--- src/rtl/ifetch_queue_pkg.sv ---
// Shared constants for the instruction fetch front end: reset PC, default
// prefetch depth, FIFO entry layout and the sequential PC step.
package ifetch_queue_pkg;

    localparam logic [31:0] IFETCH_RESET_PC = 32'h0000_0000;
    localparam int          IFETCH_DEPTH    = 4;
    localparam int          ENTRY_W         = 64;
    localparam logic [31:0] INST_BYTES      = 32'd4;

    // Sequential fetch address; wraps modulo 2^32.
    function automatic logic [31:0] next_pc(input logic [31:0] pc);
        return pc + INST_BYTES;
    endfunction

endpackage

--- src/rtl/ifetch_fifo.sv ---
// Generic synchronous FIFO with flush. Pointers carry one extra wrap bit so
// that full and empty are distinguishable without a separate counter.
// Read data is the head entry, combinationally from storage.
module ifetch_fifo
    import ifetch_queue_pkg::*;
#(
    parameter int DEPTH = IFETCH_DEPTH
) (
    input  logic               clk,
    input  logic               rst,
    input  logic               push,
    input  logic               pop,
    input  logic               flush,
    input  logic [ENTRY_W-1:0] wr_data,
    output logic [ENTRY_W-1:0] rd_data,
    output logic               full,
    output logic               empty
);

    localparam int AW = $clog2(DEPTH);

    logic [AW:0]        wr_ptr_q, wr_ptr_d;
    logic [AW:0]        rd_ptr_q, rd_ptr_d;
    logic [ENTRY_W-1:0] mem_q [DEPTH];
    logic [ENTRY_W-1:0] mem_d [DEPTH];

    // Pointer and storage next-state; flush empties the FIFO and blocks the write.
    always_comb begin
        wr_ptr_d = wr_ptr_q;
        rd_ptr_d = rd_ptr_q;
        mem_d    = mem_q;
        if (flush) begin
            wr_ptr_d = '0;
            rd_ptr_d = '0;
        end else begin
            if (push) begin
                mem_d[wr_ptr_q[AW-1:0]] = wr_data;
                wr_ptr_d = wr_ptr_q + 1'b1;
            end
            if (pop) begin
                rd_ptr_d = rd_ptr_q + 1'b1;
            end
        end
    end

    // State registers; storage is cleared so the head reads as zero after reset.
    always_ff @(posedge clk or negedge rst) begin
        if (!rst) begin
            wr_ptr_q <= '0;
            rd_ptr_q <= '0;
            for (int i = 0; i < DEPTH; i++) begin
                mem_q[i] <= '0;
            end
        end else begin
            wr_ptr_q <= wr_ptr_d;
            rd_ptr_q <= rd_ptr_d;
            mem_q    <= mem_d;
        end
    end

    // Status flags and head read.
    always_comb begin
        empty   = (wr_ptr_q == rd_ptr_q);
        full    = (wr_ptr_q[AW] != rd_ptr_q[AW]) &&
                  (wr_ptr_q[AW-1:0] == rd_ptr_q[AW-1:0]);
        rd_data = mem_q[rd_ptr_q[AW-1:0]];
    end

endmodule

--- src/rtl/ifetch_queue.sv ---
// Instruction fetch front end: owns the fetch PC, drives the instruction
// memory address every cycle, buffers {pc, inst} in a prefetch FIFO and
// hands entries to decode with valid/ready. Redirects reload the PC and
// flush the FIFO. `rst` is asynchronous, active-low.
// Optional feature: define IFETCH_ALIGN_CHECK_EN to fault on misaligned
// redirect targets and stall fetching until an aligned redirect.
module ifetch_queue
    import ifetch_queue_pkg::*;
#(
    parameter logic [31:0] RESET_PC = IFETCH_RESET_PC,
    parameter int          DEPTH    = IFETCH_DEPTH
) (
    input  logic        clk,
    input  logic        rst,
    output logic [31:0] iaddr,
    input  logic [31:0] idata,
    input  logic        redirect_valid,
    input  logic [31:0] redirect_pc,
    output logic        out_valid,
    input  logic        out_ready,
    output logic [31:0] out_pc,
    output logic [31:0] out_inst,
    output logic        out_fault
);

    logic [31:0]        fetch_pc_q, fetch_pc_d;
    logic               fault;
    logic               push;
    logic               pop;
    logic               full;
    logic               empty;
    logic [ENTRY_W-1:0] head;

`ifdef IFETCH_ALIGN_CHECK_EN
    logic fault_q, fault_d;

    // Fault tracks the alignment of the most recent redirect target.
    always_comb begin
        fault_d = fault_q;
        if (redirect_valid) begin
            fault_d = (redirect_pc[1:0] != 2'b00);
        end
    end

    // Fault flag register.
    always_ff @(posedge clk or negedge rst) begin
        if (!rst) begin
            fault_q <= 1'b0;
        end else begin
            fault_q <= fault_d;
        end
    end

    assign fault = fault_q;
`else
    assign fault = 1'b0;
`endif

    // Handshake and fetch PC next-state; a redirect overrides any push.
    always_comb begin
        pop        = out_valid & out_ready;
        push       = !redirect_valid & !fault & (!full | pop);
        fetch_pc_d = fetch_pc_q;
        if (redirect_valid) begin
            fetch_pc_d = redirect_pc;
        end else if (push) begin
            fetch_pc_d = next_pc(fetch_pc_q);
        end
    end

    // Fetch PC register.
    always_ff @(posedge clk or negedge rst) begin
        if (!rst) begin
            fetch_pc_q <= RESET_PC;
        end else begin
            fetch_pc_q <= fetch_pc_d;
        end
    end

    ifetch_fifo #(
        .DEPTH (DEPTH)
    ) u_fifo (
        .clk     (clk),
        .rst     (rst),
        .push    (push),
        .pop     (pop),
        .flush   (redirect_valid),
        .wr_data ({fetch_pc_q, idata}),
        .rd_data (head),
        .full    (full),
        .empty   (empty)
    );

    // Output mapping from the FIFO head and fetch PC.
    always_comb begin
        iaddr     = fetch_pc_q;
        out_valid = !empty;
        out_pc    = head[ENTRY_W-1:32];
        out_inst  = head[31:0];
        out_fault = fault;
    end

endmodule

--- config.mk ---
export PLATFORM = sky130hd
export DESIGN_NAME = ifetch_queue
export DESIGN_NICKNAME = d
export VERILOG_FILES = /design/src/rtl/ifetch_queue_pkg.sv /design/src/rtl/ifetch_fifo.sv /design/src/rtl/ifetch_queue.sv
export SDC_FILE = /design/constraint.sdc
export NUM_CORES = 1
export LEC_CHECK = 0
export ABC_AREA = 0
export ABC_CLOCK_PERIOD_IN_PS = 2300
export BUFFER_PORTS_ARGS = -buffer_cell sky130_fd_sc_hd__buf_2
export CAP_MARGIN = 20
export CELL_PAD_IN_SITES_DETAIL_PLACEMENT = 0
export CELL_PAD_IN_SITES_GLOBAL_PLACEMENT = 2
export CORE_ASPECT_RATIO = 0.6
export CORE_MARGIN = 3
export CORE_UTILIZATION = 39
export CTS_CLUSTER_DIAMETER = 100
export DETAILED_ROUTE_END_ITERATION = 10
export GPL_ROUTABILITY_DRIVEN = 1
export PLACE_DENSITY_LB_ADDON = 0.1
export SLEW_MARGIN = 20
export SYNTH_ARGS = -nofsm -noshare
export SYNTH_HDL_FRONTEND = slang
export SYNTH_HIERARCHICAL = 1
export SYNTH_SLANG_ARGS = --single-unit
--- constraint.sdc ---
create_clock -name clk -period 2.3 [get_ports clk]
set_input_delay 0.115 -clock clk [delete_from_list [all_inputs] [get_ports clk]]
set_output_delay 0.115 -clock clk [all_outputs]
set_load 0.02 [all_outputs]
## Word level (Yosys, flattened, before mapping)

Index checks and enable logic that the tools add are counted.

| operators by class | value |
|---|---|
| add/sub/neg operators | 3 |
| $lt $le $gt $ge | 3 |
| equality and inequality tests | 3 |
| mux-type cells | 12 |
| bitwise gates (word level) | 6 |
| reduce and logical (&&, ||, !) cells | 8 |

Operator list:

| kind | number |
|---|---|
| $bwmux W256 | 1 |
| $mux W64 | 3 |
| $bmux W64 S2 | 1 |
| $demux W64 S2 | 1 |
| $mux W32 | 2 |
| $add A32 B3 Y32 const B | 1 |
| $mux W3 | 4 |
| $add A3 B1 Y3 const B | 2 |
| $ge A3 B3 Y1 const B | 2 |
| $not A2 Y3 | 2 |
| $reduce_bool A2 Y1 | 2 |
| $eq A3 B3 Y1 | 1 |
| $logic_not A1 Y1 | 3 |
| $lt A3 B1 Y1 const B | 1 |
| $and A1 B1 Y1 | 2 |
| $eq A2 B2 Y1 | 1 |
| $logic_and A1 B1 Y1 | 2 |
| $reduce_and A2 Y1 | 1 |
| $ne A1 B1 Y1 | 1 |
| $not A1 Y1 | 1 |
| $or A1 B1 Y1 | 1 |

| storage, ports and cells | value |
|---|---|
| flip-flop bits (word level) | 294 |
| bits of input ports | 68 |
| output and inout port bits | 98 |

## Logic depth before layout (Yosys ltp)

| logic depth | value |
|---|---|
| depth in word-level cells | 7 |
| mapped depth | 12 |

## Cells and area by module

The synthesis kept the hierarchy.

By module, submodules not included:

| module | times used | cells each | area an instance (µm²) | sequential area each (µm²) |
|---|---|---|---|---|
| ifetch_fifo | 1 | 656 | 12734.7 | 6556.3 |
| ifetch_queue | 1 | 231 | 1999.4 | 800.8 |

## Least setup slack after synthesis

Ideal clock, no wire load.

| path | value |
|---|---|
| path kind | register to register |
| start point | reg u_fifo.rd_ptr_q[0] |
| end point | reg u_fifo/mem_q[100] (netlist name) |
| library setup time | 0.125 ns |
| arrival | 2.473 ns |
| setup slack | -0.298 ns |
| cell stages (with the launch flop) | 13 |
| cells stage by stage | dfrtp_1 > buf_6 > buf_6 > xor2_1 > nor3b_1 > nand2b_1 > clkbuf_1 > a21oi_1 > buf_6 > nand3b_4 > buf_8 > buf_12 > mux2_4 |

| on the way | value |
|---|---|
| cells in the longest elaborated chain, start to end | 6 |
| elaborated cells between the ends (all ways) | 9 |

Ends and longest elaborated chain:

| item | line | text |
|---|---|---|
| start: declaration | ifetch_fifo.sv:23 | `logic [AW:0] rd_ptr_q, rd_ptr_d;` |
| start signal: assignment | ifetch_fifo.sv:56 | `rd_ptr_q <= rd_ptr_d;` |
| $eq A3 B3 Y1 | ifetch_fifo.sv:63 | `empty = (wr_ptr_q == rd_ptr_q);` |
| net empty | ifetch_queue.sv:31 | `logic empty;` |
| $logic_not A1 Y1 | ifetch_queue.sv:97 | `out_valid = !empty;` |
| $and A1 B1 Y1 | ifetch_queue.sv:61 | `pop = out_valid & out_ready;` |
| $or A1 B1 Y1 | ifetch_queue.sv:62 | `push = !redirect_valid & !fault & (!full \| pop);` |
| $and A1 B1 Y1 | ifetch_queue.sv:62 |  |
| net push | ifetch_queue.sv:28 | `logic push;` |
| $reduce_and A2 Y1 (no line) | -- |  |
| end signal: assignment | ifetch_fifo.sv:57 | `mem_q <= mem_d;` |
| end: declaration | ifetch_fifo.sv:24 | `logic [ENTRY_W-1:0] mem_q [DEPTH];` |

The timed path passes the listed nets, and every way through them passes these cells.
A chain may end at the register's enable or synchronous reset.

## Worst setup path after layout

| path | value |
|---|---|
| start point | reg u_fifo.rd_ptr_q[0] |
| end point | reg u_fifo/mem_q[29] (netlist name) |

Same word-level chain as after synthesis.

==> results.yml <==
run_status:
  status: "finished, final reports clean"
clocking:
  cts.clk_slew.worst_paths_ns: 0.06
  cts_tree: "done"
  cts_made_buffers: 31
  clock_tree.buffer_depth: 3
  htreeDepth: 1
  clock_latency_ns: 0.56
  clock-sinks: 294
  ctsRootBufferMaster: "clkbuf_16"
layout:
  fin_util_pct: 50.1
  syn2layout_area_growth_pct: 25.3
  n_antenna_cell: 0
  fin_area_sq_um: 18500
  layout-drive-gt1-share_pct: 53.3
  final_cells: 1697
  fin_nets: 1244
timing:
  final-hold-violation-count: 0
  skew_ns: 0.0102
  finalCritPeriodShare_pct: 99.0
  worst_pin_slew_ns: 0.665
  slew_violations: 0
  max_freq_mhz: 439
  finalCriticalPeriod_ns: 2.28
  slew_headroom_pct: 54.5
  rsz0062_at_grt: "yes"
  tns_ns: 0
  setup_viol: 0
critical_path:
  setup.worst_path.end_class: "flip-flop"
  r2r_cells: 9
  path_cells: "xor2_2 > nor3b_2 > nand2b_4 > a21oi_2 > buf_12 > nand3b_4 > buf_12 > buf_16 > mux2_4"
  critPathSlowestCell: "dfrtp_4"
  crit_buf_inv: 3
  path_depth: 9
  cp_top_family: "flip-flops"
  max_stage_delay_ns: 0.53
  crit_path_start_kind: "flip-flop"
  worstPathRequired_ns: 2.74
  critPathMaxFanout: 14
  crit_type: "reg -> reg"
  cp.arrival_ns: 2.72
  crit_top_cell: "buf_12"
power_and_ir_drop:
  p_leak_uw: 0.00898
  power.density_nw_per_um2: 1060
  total_power_uw: 19600
  peakVddDrop_mv: 0.514
global_routing:
  grt_max_degree: 75
  grt_overflow_total: 0
  antenna_found_initial: 0
  grtUsageTotal_pct: 18.8
  grt_pass1_vias: 9240
  grt_pass1_wl_mm: 58.7
logic_synthesis:
  synth_area_sq_um: 14700
  synth_cells: 887
  ys_seq_elements: 294
  synth_cell_type_count: 53
  syn_avg_cell_area_sq_um: 16.6
  synth.net_count: 961
  yosysSeqAreaShare_pct: 49.9
  synth-main-ff-cell: "dfrtp_1"
  synth-async-reset-ratio_pct: 100
  ys_warn_count: 6
  synth-edff-count: 0
floorplanning:
  ioPinCount: 166
  start_util_pct: 40.0
  die-height_um: 157
  dieArea_sq_um: 40200
  coreArea_sq_um: 36800
  rows: 54
  die_w_um: 257
detailed_routing:
  first_pass_iters: 4
  drc: 0
  wl_per_cell_um: 22.5
  vias_per_cell: 5.04
  detail-route-antenna-nets: 0
  drt_iter0_drc: 479
  wl_mm: 38.1
  vias: 8556
job:
  maxCapViolCount: 0
placement:
  hpwl_mm: 23.1
  place_inst: 1559
  io_buffer_count: 164
  dpl_cell_area_sq_um: 16200
  routabilityCongestion: 0.769
min_path:
  hold_path_class: "in -> async"
-- cells in the mapped netlist (7+ instances only) --
cell        n  share of area (%)
mux2_4    240                 24
a31oi_1    11               0.47
o311ai_0    7               0.42
buf_2       8               0.27
nand3_1    15               0.51
o31ai_1     8               0.41
dfrtp_1   294                 50
nor2_1     20               0.51
xnor2_1    10               0.59
buf_6       7               0.54
or4_1      10               0.51
mux4_2     64                9.8
clkbuf_1   10               0.25
inv_1      11               0.28
o21ai_0    12               0.41
nand2_1    26               0.66
buf_12     25                3.4
nand4_1     7               0.30
mux2_2     20                1.5
-- worst reg2reg max path, cell delays in order (launching register included) --
cell and delay (ns):
dfrtp_4 0.53, xor2_2 0.18, nor3b_2 0.23, nand2b_4 0.21, a21oi_2 0.08, buf_12 0.16
nand3b_4 0.09, buf_12 0.15, buf_16 0.19, mux2_4 0.34
-- stage by stage --
stage	hold slack (ns)	setup WS (ns)
finish	0.0422	0.0241
global route	0.0864	-0.0664
CTS	0.0425	-0.00960
detailed placement	0.0529	0.0335
global placement	0.0527	0.0968
floorplan	-0.181	-0.0513
-- flip-flops by register name, summed over array words and instances (netlist names) --
| name | count |
|---|---|
| iaddr | 32 |
| u_fifo/mem_q | 256 |
| u_fifo/rd_ptr_q | 3 |
| u_fifo/wr_ptr_q | 3 |
-- cell usage in the layout (no fill, tap or decap), types with 12 or more instances in the layout --
| cell type | n |
|---|---|
| dfrtp_1 | 291 |
| mux2_4 | 248 |
| buf_2 | 148 |
| dlygate4sd3_1 | 66 |
| mux4_2 | 64 |
| buf_4 | 45 |
| clkbuf_16 | 37 |
| nand2_1 | 26 |
| nor2_1 | 20 |
| buf_12 | 19 |
| nand3_1 | 15 |
| buf_6 | 15 |
| o21ai_0 | 12 |
| mux2_2 | 12 |
-- final timing paths --
kind	slack (ns)	end	start
worst max-delay path	0.02	u_fifo/mem_q[29]$_DFFE_PN0P_	u_fifo/rd_ptr_q[0]$_DFFE_PN0P_
worst min-delay path	0.04	u_fifo/mem_q[121]$_DFFE_PN0P_	rst
worst max register to register	0.02	u_fifo/mem_q[29]$_DFFE_PN0P_	u_fifo/rd_ptr_q[0]$_DFFE_PN0P_
worst min register to register	0.50	u_fifo/mem_q[95]$_DFFE_PN0P_	u_fifo/mem_q[95]$_DFFE_PN0P_
max in group asynchronous	1.46	u_fifo/mem_q[201]$_DFFE_PN0P_	rst
min in group clk	0.08	iaddr[8]$_DFFE_PN0P_	out_ready
-- report_power, final --
part           total [uW]  internal, uW  switching (uW)
combinational        6410          3840            2570
clock                5540          3400            2140
sequential           7680          6720             963
-- cells by family after synthesis --
group	after synthesis	synth area share, %
multiplexers	327	36.0
flip-flops	294	49.9
buffers and inverters	69	5.20
other	1	0.0255
AO/OA/AOI/OAI	63	3.02
adder cells (fa/ha/maj)	6	0.509
XOR/XNOR	13	0.773
AND/OR/NAND/NOR	114	4.57
-- per-layer routing --
layer / vias up / share of wire, % / GRT usage [%] / wire [um]
met5: - / 0 / 0 / 0
met2: 155 / 43 / 27.4 / 16200
met3: 42 / 3.6 / 2.70 / 1360
met4: 0 / 1.5 / 2.94 / 583
met1: 4463 / 52 / 30.0 / 19900
li1: 3896 / - / - / -
-- final cells by class --
type	instances	area, sq um
inverters	12	45.0
flip-flops and latches	294	7370
well taps	504	631
multi-input cells	525	6690
fillers	3149	18400
repair buffers	306	2600
clock inverters	11	215
clock buffers	45	908
-- timing repair --
item	CTS	global route
endpoints found under the hold margin	455	0
endpoints found under the setup margin	64	211
hold buffers	66	0
gates cloned	2	9
resized for setup	8	41
pin swaps	1	1
buffers inserted	0	5
No activity file was read; power rests on OpenSTA's default activity.
